===== src/rtl/dac_stream_pkg.sv =====
// dac_stream_pkg: shared types and default constants for dac_stream_serializer.
//   ser_state_e      - serializer FSM states
//   FIFO_AW          - sample FIFO address width at the default depth
//   DEF_*            - default parameter values used by the top
package dac_stream_pkg;

    localparam int unsigned DEF_DATA_WIDTH  = 8;
    localparam int unsigned DEF_DIV_WIDTH   = 16;
    localparam int unsigned DEF_FIFO_DEPTH  = 4;
    localparam int unsigned DEF_SPI_CLK_DIV = 2;
    localparam int unsigned FIFO_AW         = $clog2(DEF_FIFO_DEPTH);

    typedef enum logic [1:0] {
        StIdle,
        StShiftLo,
        StShiftHi,
        StGap
    } ser_state_e;

endpackage


===== src/rtl/dac_stream_serializer_sync_fifo.sv =====
// sync_fifo: single-clock show-ahead FIFO with flop storage.
//   clk_i, rst_ni     - clock, asynchronous active-low reset (flushes contents)
//   push_i, wdata_i   - write request and data; ignored when full unless popping
//   pop_i             - read request; ignored when empty
//   rdata_o           - head entry, valid whenever empty_o is low
//   full_o, empty_o   - occupancy flags
//   count_o           - number of stored entries
module sync_fifo #(
    parameter int unsigned Width = 8,
    parameter int unsigned Depth = 4
) (
    input  logic                     clk_i,
    input  logic                     rst_ni,
    input  logic                     push_i,
    input  logic [Width-1:0]         wdata_i,
    input  logic                     pop_i,
    output logic [Width-1:0]         rdata_o,
    output logic                     full_o,
    output logic                     empty_o,
    output logic [$clog2(Depth):0]   count_o
);
    localparam int unsigned Aw = $clog2(Depth);

    logic [Width-1:0] mem_q [Depth];
    logic [Width-1:0] mem_d [Depth];
    logic [Aw-1:0]    wptr_q, wptr_d, rptr_q, rptr_d;
    logic [Aw:0]      count_q, count_d;
    logic             push_ok, pop_ok;

    assign full_o  = (count_q == (Aw+1)'(Depth));
    assign empty_o = (count_q == '0);
    assign count_o = count_q;
    assign rdata_o = mem_q[rptr_q];

    // A full FIFO still accepts a write when the head leaves in the same cycle.
    assign pop_ok  = pop_i && !empty_o;
    assign push_ok = push_i && (!full_o || pop_ok);

    always_comb begin
        mem_d   = mem_q;
        wptr_d  = wptr_q;
        rptr_d  = rptr_q;
        count_d = count_q;
        if (push_ok) begin
            mem_d[wptr_q] = wdata_i;
            wptr_d        = wptr_q + Aw'(1);
        end
        if (pop_ok) begin
            rptr_d = rptr_q + Aw'(1);
        end
        if (push_ok && !pop_ok) begin
            count_d = count_q + (Aw+1)'(1);
        end else if (pop_ok && !push_ok) begin
            count_d = count_q - (Aw+1)'(1);
        end
    end

    always_ff @(posedge clk_i or negedge rst_ni) begin
        if (!rst_ni) begin
            for (int i = 0; i < int'(Depth); i++) begin
                mem_q[i] <= '0;
            end
            wptr_q  <= '0;
            rptr_q  <= '0;
            count_q <= '0;
        end else begin
            mem_q   <= mem_d;
            wptr_q  <= wptr_d;
            rptr_q  <= rptr_d;
            count_q <= count_d;
        end
    end

endmodule


===== src/rtl/dac_stream_serializer.sv =====
// dac_stream_serializer: paces generator requests, buffers returned samples and
// shifts each one to an 8-bit SPI DAC (mode 0, MSB first).
//   clk_i, rst_i          - clock, asynchronous active-low reset
//   enable_i, rate_div_i  - run the request tick; period is rate_div_i+1 cycles
//   data_i, data_valid_strobe_i - returned sample and its one-cycle strobe
//   clear_flags_i         - clears sticky overrun_o
//   next_data_strobe_o    - one-cycle request to the generators
//   sclk_o, cs_n_o, mosi_o - SPI bus
//   overrun_o             - sticky: tick skipped or sample dropped
//   busy_o                - frame in progress (shifting or inter-frame gap)
// Build option: define OFFSET_BINARY_EN to invert each sample MSB at pop.
module dac_stream_serializer
    import dac_stream_pkg::*;
#(
    parameter int unsigned DATA_WIDTH  = DEF_DATA_WIDTH,
    parameter int unsigned DIV_WIDTH   = DEF_DIV_WIDTH,
    parameter int unsigned FIFO_DEPTH  = DEF_FIFO_DEPTH,
    parameter int unsigned SPI_CLK_DIV = DEF_SPI_CLK_DIV
) (
    input  logic                  clk_i,
    input  logic                  rst_i,
    input  logic                  enable_i,
    input  logic [DIV_WIDTH-1:0]  rate_div_i,
    input  logic [DATA_WIDTH-1:0] data_i,
    input  logic                  data_valid_strobe_i,
    input  logic                  clear_flags_i,
    output logic                  next_data_strobe_o,
    output logic                  sclk_o,
    output logic                  cs_n_o,
    output logic                  mosi_o,
    output logic                  overrun_o,
    output logic                  busy_o
);
    localparam int unsigned FifoAw = $clog2(FIFO_DEPTH);
    localparam int unsigned BitW   = $clog2(DATA_WIDTH);
    localparam int unsigned CycW   = (SPI_CLK_DIV > 1) ? $clog2(SPI_CLK_DIV) : 1;

    // Rate tick and request gating
    logic [DIV_WIDTH-1:0] rate_cnt_q, rate_cnt_d, div_q, div_d, rate_limit;
    logic                 tick, req_ok, drop;
    logic                 strobe_q, strobe_d;
    logic                 outstanding_q, outstanding_d;
    logic                 overrun_q, overrun_d;
    int unsigned          occupancy;

    // FIFO
    logic [FifoAw:0]      fifo_count;
    logic                 fifo_full, fifo_empty, fifo_pop;
    logic [DATA_WIDTH-1:0] fifo_rdata, sample;

    // Serializer
    ser_state_e            state_q, state_d;
    logic [CycW-1:0]       cyc_q, cyc_d;
    logic [BitW-1:0]       bit_cnt_q, bit_cnt_d;
    logic [DATA_WIDTH-1:0] shreg_q, shreg_d;
    logic                  sclk_q, sclk_d, cs_n_q, cs_n_d, mosi_q, mosi_d;
    logic                  cyc_last;

    // The period is taken from rate_div_i at count 0 and held for the rest of it.
    always_comb begin
        rate_limit = (rate_cnt_q == '0) ? rate_div_i : div_q;
        rate_cnt_d = '0;
        div_d      = div_q;
        tick       = 1'b0;
        if (enable_i) begin
            if (rate_cnt_q == '0) begin
                div_d = rate_div_i;
            end
            if (rate_cnt_q == rate_limit) begin
                tick = 1'b1;
            end else begin
                rate_cnt_d = rate_cnt_q + DIV_WIDTH'(1);
            end
        end
    end

    // Only one request in flight, and only if its answer is sure to fit.
    always_comb begin
        occupancy = 32'(fifo_count) + 32'(outstanding_q);
        req_ok    = tick && !outstanding_q && (occupancy < FIFO_DEPTH);
        drop      = data_valid_strobe_i && fifo_full && !fifo_pop;
        strobe_d  = req_ok;

        outstanding_d = outstanding_q;
        if (req_ok) begin
            outstanding_d = 1'b1;
        end else if (data_valid_strobe_i) begin
            outstanding_d = 1'b0;
        end

        overrun_d = overrun_q;
        if ((tick && !req_ok) || drop) begin
            overrun_d = 1'b1;
        end else if (clear_flags_i) begin
            overrun_d = 1'b0;
        end
    end

    sync_fifo #(
        .Width (DATA_WIDTH),
        .Depth (FIFO_DEPTH)
    ) u_fifo (
        .clk_i   (clk_i),
        .rst_ni  (rst_i),
        .push_i  (data_valid_strobe_i),
        .wdata_i (data_i),
        .pop_i   (fifo_pop),
        .rdata_o (fifo_rdata),
        .full_o  (fifo_full),
        .empty_o (fifo_empty),
        .count_o (fifo_count)
    );

`ifdef OFFSET_BINARY_EN
    // Two's complement to offset binary for unipolar DACs.
    assign sample = {~fifo_rdata[DATA_WIDTH-1], fifo_rdata[DATA_WIDTH-2:0]};
`else
    assign sample = fifo_rdata;
`endif

    assign cyc_last = (cyc_q == CycW'(SPI_CLK_DIV - 1));

    always_comb begin
        state_d   = state_q;
        cyc_d     = cyc_q;
        bit_cnt_d = bit_cnt_q;
        shreg_d   = shreg_q;
        sclk_d    = sclk_q;
        cs_n_d    = cs_n_q;
        mosi_d    = mosi_q;
        fifo_pop  = 1'b0;
        case (state_q)
            StIdle: begin
                if (!fifo_empty) begin
                    fifo_pop  = 1'b1;
                    shreg_d   = sample;
                    mosi_d    = sample[DATA_WIDTH-1];
                    cs_n_d    = 1'b0;
                    bit_cnt_d = BitW'(DATA_WIDTH - 1);
                    cyc_d     = '0;
                    state_d   = StShiftLo;
                end
            end
            StShiftLo: begin
                if (cyc_last) begin
                    cyc_d   = '0;
                    sclk_d  = 1'b1;
                    state_d = StShiftHi;
                end else begin
                    cyc_d = cyc_q + CycW'(1);
                end
            end
            StShiftHi: begin
                if (cyc_last) begin
                    cyc_d  = '0;
                    sclk_d = 1'b0;
                    if (bit_cnt_q == '0) begin
                        cs_n_d  = 1'b1;
                        state_d = StGap;
                    end else begin
                        // Next bit goes out on the falling edge, stable for the next rise.
                        bit_cnt_d = bit_cnt_q - BitW'(1);
                        shreg_d   = shreg_q << 1;
                        mosi_d    = shreg_d[DATA_WIDTH-1];
                        state_d   = StShiftLo;
                    end
                end else begin
                    cyc_d = cyc_q + CycW'(1);
                end
            end
            StGap: begin
                if (cyc_last) begin
                    cyc_d   = '0;
                    state_d = StIdle;
                end else begin
                    cyc_d = cyc_q + CycW'(1);
                end
            end
            default: state_d = StIdle;
        endcase
    end

    always_ff @(posedge clk_i or negedge rst_i) begin
        if (!rst_i) begin
            rate_cnt_q    <= '0;
            div_q         <= '0;
            strobe_q      <= 1'b0;
            outstanding_q <= 1'b0;
            overrun_q     <= 1'b0;
            state_q       <= StIdle;
            cyc_q         <= '0;
            bit_cnt_q     <= '0;
            shreg_q       <= '0;
            sclk_q        <= 1'b0;
            cs_n_q        <= 1'b1;
            mosi_q        <= 1'b0;
        end else begin
            rate_cnt_q    <= rate_cnt_d;
            div_q         <= div_d;
            strobe_q      <= strobe_d;
            outstanding_q <= outstanding_d;
            overrun_q     <= overrun_d;
            state_q       <= state_d;
            cyc_q         <= cyc_d;
            bit_cnt_q     <= bit_cnt_d;
            shreg_q       <= shreg_d;
            sclk_q        <= sclk_d;
            cs_n_q        <= cs_n_d;
            mosi_q        <= mosi_d;
        end
    end

    assign next_data_strobe_o = strobe_q;
    assign overrun_o          = overrun_q;
    assign sclk_o             = sclk_q;
    assign cs_n_o             = cs_n_q;
    assign mosi_o             = mosi_q;
    assign busy_o             = (state_q != StIdle);

endmodule


===== config.mk =====
export PLATFORM = sky130hd
export DESIGN_NAME = dac_stream_serializer
export DESIGN_NICKNAME = d
export VERILOG_FILES = /design/src/rtl/dac_stream_pkg.sv /design/src/rtl/dac_stream_serializer_sync_fifo.sv /design/src/rtl/dac_stream_serializer.sv
export SDC_FILE = /design/constraint.sdc
export NUM_CORES = 1
export LEC_CHECK = 0
export CAP_MARGIN = 20
export CELL_PAD_IN_SITES_DETAIL_PLACEMENT = 0
export CELL_PAD_IN_SITES_GLOBAL_PLACEMENT = 1
export CORE_AREA = 2 2 91 127
export CTS_CLUSTER_SIZE = 16
export DETAILED_ROUTE_END_ITERATION = 8
export DIE_AREA = 0 0 93 129
export MAX_ROUTING_LAYER = met4
export PLACE_DENSITY = 0.72
export SYNTH_ARGS = -nofsm -noshare
export SYNTH_HDL_FRONTEND = slang
export SYNTH_HIERARCHICAL = 1
export SYNTH_SLANG_ARGS = --single-unit

===== constraint.sdc =====
create_clock -name clk_i -period 6 [get_ports clk_i]
set_input_delay 1.5 -clock clk_i [delete_from_list [all_inputs] [get_ports clk_i]]
set_output_delay 1.5 -clock clk_i [all_outputs]
set_load 0.01 [all_outputs]

==> metrics.csv, run 1 <==
metric;value;unit
status;completed;
wl_per_cell;16.83;µm
drt_iter0_drc;130;
cts_buffers;9;
finish.utilization;51.11;%
crit_fanout;19;
cts_htree_levels;3;
antenna_found_initial;0;
grt_pass1_wl;15.79;mm
design.core.area;10810;µm²
die_w;93;µm
port_buffers;34;
hold_viol;0;
ctsResizeCount;0;
routed_wl;9.523;mm
drc;0;
powerDensity;436.2;nW/µm²
ctsRootBufferMaster;clkbuf_16;
clock_skew;0.006356;ns
synth.distinct_cells;50;
dp_hpwl;6.700;mm
avgSynthCellArea;12.08;µm²
synth-async-reset-ratio;100.0;%
postCtsHoldBufs;0;
hp-start;cs_n_o;
syn_area;4782;µm²
criticalPathCategory;in -> reg;
cts_sinks;90;
layout_commonest_cell;dfrtp_1;
avgViaCountPerCell;5.339;
rsz0062_at_grt;no;
mostFrequentLayoutCells;dfrtp_1 (89), mux2_2 (34), clkdlybuf4s50_1 (33);
reg2reg_from;u_fifo/count_o[0];
grt_max_degree;59;
drive_gt1_share;22.82;%
n_antenna_cell;0;
drt_pass1_iterations;4;
ys_seq_area_share;47.12;%
crit_path_start_kind;primary input;
hp-class;reg -> reg;
critPathArrivalTime;3.66;ns
ioPinCount;35;
ys_seq_elements;90;
ant_nets;0;
num_rows;45;
grtUsageTotal;17.82;%
fin_nets;459;
leakage;0.002331;µW
crit_required;6.22;ns
synth_edf_count;0;
clk_path_buf_depth;2;
post_cts_buffers;0;
crit_path_end_kind;flop;
synth_ff_type;dfrtp_1;
finalSetupViolations;0;
start_util;44.24;%
setup-tns-final;0;ns
grt_pass1_vias;3234;
yosysWarnings;6;
fin_crit_sh;57.26;%
cap_viol_max_count;0;
cts_tree;yes;
area_growth;15.54;%
maxSlewViolCount;0;
clk_pin_slew_worst_paths;0.06;ns
cp-startpoint;enable_i;
synth_cells;396;
worst_slew_pin_slew;0.8936;ns
max_freq;291.1;MHz
gp_congestion;0.8323;
gr-total-overflow;0;
vias;3022;
max-slew-margin-rel;40.42;%
fin_crit;3.435;ns
fp.dieH;129;µm
hold_ws;0.4963;ns
insertion_delay;0.34;ns
dieArea;12000;µm²
syn_nets;435;
ir_worst_vdd;0.2697;mV
fillers;999;
==> cell families after synthesis <==
family                     count (synthesis)  synth area share (%)
AOI/OAI and AO/OA                         41                 6.855
xor gates and xnor gates                  43                 7.875
adders and majority gates                 10                 2.773
buffers and inverters                     45                 4.395
DFF                                       90                 47.12
muxes                                     68                 18.50
and+or+nand+nor                           99                 12.48
==> Yosys cell counts (9+ instances only) <==
master,number,share of area [%]
ha_1,9,2.4
inv_1,18,1.4
dfrtp_1,89,47
xnor2_1,14,2.6
xor2_1,29,5.3
nand2_1,13,1.0
mux2_2,34,8.0
nand3_1,9,0.94
nor2_1,19,1.5
a211oi_2,11,2.9
nor2b_1,13,1.7
mux2_4,10,3.1
buf_2,11,1.2
mux2i_1,9,1.9
a21oi_1,9,0.94
==> area by class of cell <==
cell class | count | area, µm² | share of cell area, %
multi-input cells | 261 | 2318 | 41.96
flip-flops and latches | 90 | 2253 | 40.78
inverters | 19 | 71.32 | 1.291
repair buffers | 39 | 375.4 | 6.793
clock buffers | 12 | 256.5 | 4.642
well taps | 141 | 176.4 | 3.193
clock inverters | 4 | 73.82 | 1.336
==> worst paths after layout <==
| kind | to | slack [ns] | cells past startpoint |
|---|---|---|---|
| worst max-delay path | div_q[15] | 2.56 | 4 |
| worst min-delay path | cs_n_o | 0.50 | 2 |
| worst max register to register | u_fifo/count_o[1] | 3.09 | 10 |
| worst min register to register | cs_n_o | 0.50 | 2 |
| max in group asynchronous | div_q[13] | 3.81 | 2 |
| min in group asynchronous | bit_cnt_q[1] | 1.09 | 1 |
==> where the power goes <==
group	leakage [µW]	switching, µW	total, µW	internal [µW]
logic	0.00108	321	775	455
clock network	0.000163	233	621	388
registers	0.00109	184	1010	829
total	0.00233	738	2410	1670
==> metrics by stage <==
stage / power [µW] / worst slack [ns] / instances / instance area [µm²]
3_3_place_gp: 1785 / 2.208 / 550 / 5195
4_1_cts: 2447 / 2.513 / 566 / 5525
6_report: 2410 / 2.565 / 566 / 5525
2_1_floorplan: 1602 / 3.153 / 396 / 4782
3_5_place_dp: 1816 / 2.137 / 550 / 5195
5_1_grt: 2580 / 2.420 / 566 / 5525
==> state kept, by name, summed over array words and instances (netlist names), 2 cells and up <==
signal	count
bit_cnt_q	3
div_q	16
rate_cnt_q	16
shreg_q	7
state_q	2
u_fifo/count_o	3
u_fifo/mem_q	32
u_fifo/rptr_q	2
u_fifo/wptr_q	2
==> metal layers <==
metal / track usage [%] / share of wire [%]
met3: 3.981 / 2.9
met4: 7.439 / 2.3
met1: 19.66 / 41
met5: - / 0
met2: 30.95 / 54
==> worst max-delay path, cell delays in order <==
cell,delay (ns)
clkdlybuf4s50_1,0.41
inv_1,0.56
or2_1,0.79
mux2_1,0.38
Note: power is estimated with default switching activity, not from simulation.
==> run 2, diff against run 1 <==
--- a/config.mk
+++ b/config.mk
@@ -8,10 +8,10 @@
 export CAP_MARGIN = 20
 export CELL_PAD_IN_SITES_DETAIL_PLACEMENT = 0
 export CELL_PAD_IN_SITES_GLOBAL_PLACEMENT = 1
-export CORE_AREA = 2 2 91 127
+export CORE_AREA = 2 2 93 130
 export CTS_CLUSTER_SIZE = 16
 export DETAILED_ROUTE_END_ITERATION = 8
-export DIE_AREA = 0 0 93 129
+export DIE_AREA = 0 0 95 132
 export MAX_ROUTING_LAYER = met4
 export PLACE_DENSITY = 0.72
 export SYNTH_ARGS = -nofsm -noshare
==> constraint.sdc (replaced) <==
create_clock -name clk_i -period 3.1 [get_ports clk_i]
set_input_delay 0.775 -clock clk_i [delete_from_list [all_inputs] [get_ports clk_i]]
set_output_delay 0.775 -clock clk_i [all_outputs]
set_load 0.01 [all_outputs]
==> run 2 against run 1 <==
Against the previous run: via count is 0.53% lower; clock-buffer cell count shrank 3; die area rose by 4.5%; critical path type is now reg -> reg; sequential power increased by 95%; largest cell class unchanged.
==> metrics.csv, run 2 (synthesis results as in run 1) <==
metric;value;unit;change
regMostFlops;u_fifo/mem_q;;
cts_htree_levels;3;;unchanged
largest_register_ffs;32;;unchanged
ctsResizeCount;0;;unchanged
cts_buffers;9;;unchanged
ant_nets;0;;unchanged
drive_gt1_share;23.95;%;+1.1 points
reg2regPathDepth;11;;+1
drt_pass1_iterations;4;;unchanged
grt_max_degree;54;;-8.5%
port_buffers;34;;unchanged
finalPower;4610;µW;+91%
fin_crit_sh;83.74;%;
insertion_delay;0.35;ns;about the same
mostFrequentLayoutCells;dfrtp_1 (89), mux2_2 (34), clkdlybuf4s50_1 (33);;
gp_congestion;0.8102;;-2.7%
start_util;42.18;%;-2.1 points
crit_end;u_fifo/count_o[2];;
die_w;95;µm;+2.2%
leakage;0.002340;µW;+0.37%
status;completed;;
reg.largest.list;u_fifo/mem_q: 32 flops, div_q: 16 flops, rate_cnt_q: 16 flops;;
crit_fanout;5;;-14
topRoutingLayerUsed;met4;;
num_rows;46;;+2.2%
clock_skew;0.01136;ns;+0.005009 ns
layout_commonest_cell;dfrtp_1;;
critPathArrivalTime;2.86;ns;-0.80 ns
maxSlewViolCount;0;;unchanged
drt_iter0_drc;88;;-32%
grt_pass1_vias;3140;;-2.9%
design.core.area;11340;µm²;+4.9%
drc;0;;unchanged
reg2reg_slack;0.50;ns;-2.59 ns
ctsRootBufferMaster;clkbuf_16;;
postCtsHoldBufs;0;;unchanged
setup-tns-final;0;ns;unchanged
ir_worst_vdd;0.4702;mV;+74%
crit_path_start_kind;flop;;
avgViaCountPerCell;5.237;;-1.9%
vias;3006;;-0.53%
wl_met2;5.223;mm;+2.3%
max_freq;385.2;MHz;
reg2reg_from;u_fifo/count_o[0];;
antenna_found_initial;0;;unchanged
n_antenna_cell;0;;unchanged
max-slew-margin-rel;39.05;%;-1.4 points
clk_pin_slew_worst_paths;0.07;ns;about the same
gr-total-overflow;0;;unchanged
cap_viol_max_count;0;;unchanged
cp-startpoint;u_fifo/count_o[0];;
area_growth;15.88;%;
hold_viol;0;;unchanged
fp.dieH;132;µm;+2.3%
crit_path_end_kind;flop;;
dieArea;12540;µm²;+4.5%
fin_nets;464;;+1.1%
clk_path_buf_depth;2;;unchanged
rsz0062_at_grt;no;;
dp_hpwl;6.976;mm;+4.1%
criticalPathCategory;reg -> reg;;
hp-class;in -> async;;
wl_met1;4.100;mm;+4.6%
fin_crit;2.596;ns;
met3_length;235;µm;-14%
worst_slew_pin_slew;0.9143;ns;+0.02063 ns
cts_tree;yes;;
post_cts_buffers;0;;unchanged
wl_per_cell;16.98;µm;+0.92%
routed_wl;9.746;mm;+2.3%
powerDensity;831.9;nW/µm²;+91%
finalSetupViolations;0;;unchanged
grtUsageTotal;17.17;%;-0.65 points
timing.rr.end;u_fifo/count_o[2];;
crit_required;3.37;ns;-2.85 ns
ioPinCount;35;;unchanged
cts_sinks;90;;unchanged
grt_pass1_wl;16.15;mm;+2.2%
[run 2: cell types whose count changed in the layout (fill, tap and decap cells not counted), sizes merged]
cell,before,now
inv,19,23
clkinvlp,0,1
clkbuf,12,9
buf,6,11
bufinv,2,0
[run 2: per-stage QoR]
step / utilization [%] / setup slack [ns] / cells / hold WS, ns / area (µm²)
after floorplan: - / 0.4401 / 396 / 0.4752 / 4782
after global placement: 46.29 / 0.3360 / 558 / 0.4719 / 5249
after detailed placement: 46.29 / 0.2629 / 558 / 0.4805 / 5249
after CTS: 48.87 / 0.4611 / 574 / 0.4909 / 5542
after global routing: 48.87 / 0.2650 / 574 / 0.5229 / 5542
final: 48.87 / 0.5042 / 574 / 0.4663 / 5542
[run 2: report_power, final]
part	switching (µW)	internal, µW
Clock	515	566
Sequential	362	1600
Combinational	652	911
Total	1530	3080
[run 2: worst min-delay path by stage]
| stage | start | endpoint | cells past startpoint |
|---|---|---|---|
| after global routing | u_fifo/mem_q[13] | u_fifo/mem_q[13] | 1 |
| after floorplan | rst_i | bit_cnt_q[0] | 0 |
| after detailed placement | cs_n_o | cs_n_o | 2 |
| after CTS | rst_i | shreg_q[5] | 1 |
| final | rst_i | u_fifo/mem_q[15] | 1 |
| after global placement | cs_n_o | cs_n_o | 2 |
[run 2: layout make-up]
class | instances | area [µm²]
clock buffer | 9 | 225.2
multi-input combinational | 261 | 2318
tap | 144 | 180.2
sequential | 90 | 2253
inverter | 19 | 71.32
clock inverter | 7 | 67.56
timing repair buffer | 44 | 425.4
fill | 1004 | 5797
[run 2: per-layer routing]
metal | vias to the layer above | GRT usage (%)
met5 | - | -
met4 | 0 | 7.246
met3 | 13 | 2.973
met2 | 36 | 28.45
met1 | 1500 | 20.36
li1 | 1457 | -
[run 2: critical path, stage by stage, from the launching register on]
cell     delay [ns]
dfrtp_1        0.51
nor3_1         0.11
or3_1          0.34
inv_1          0.15
nor4b_4        0.07
nor2b_1        0.27
ha_1           0.23
inv_1          0.06
fa_1           0.37
xor2_1         0.15
nor2_1         0.12
xor2_1         0.15
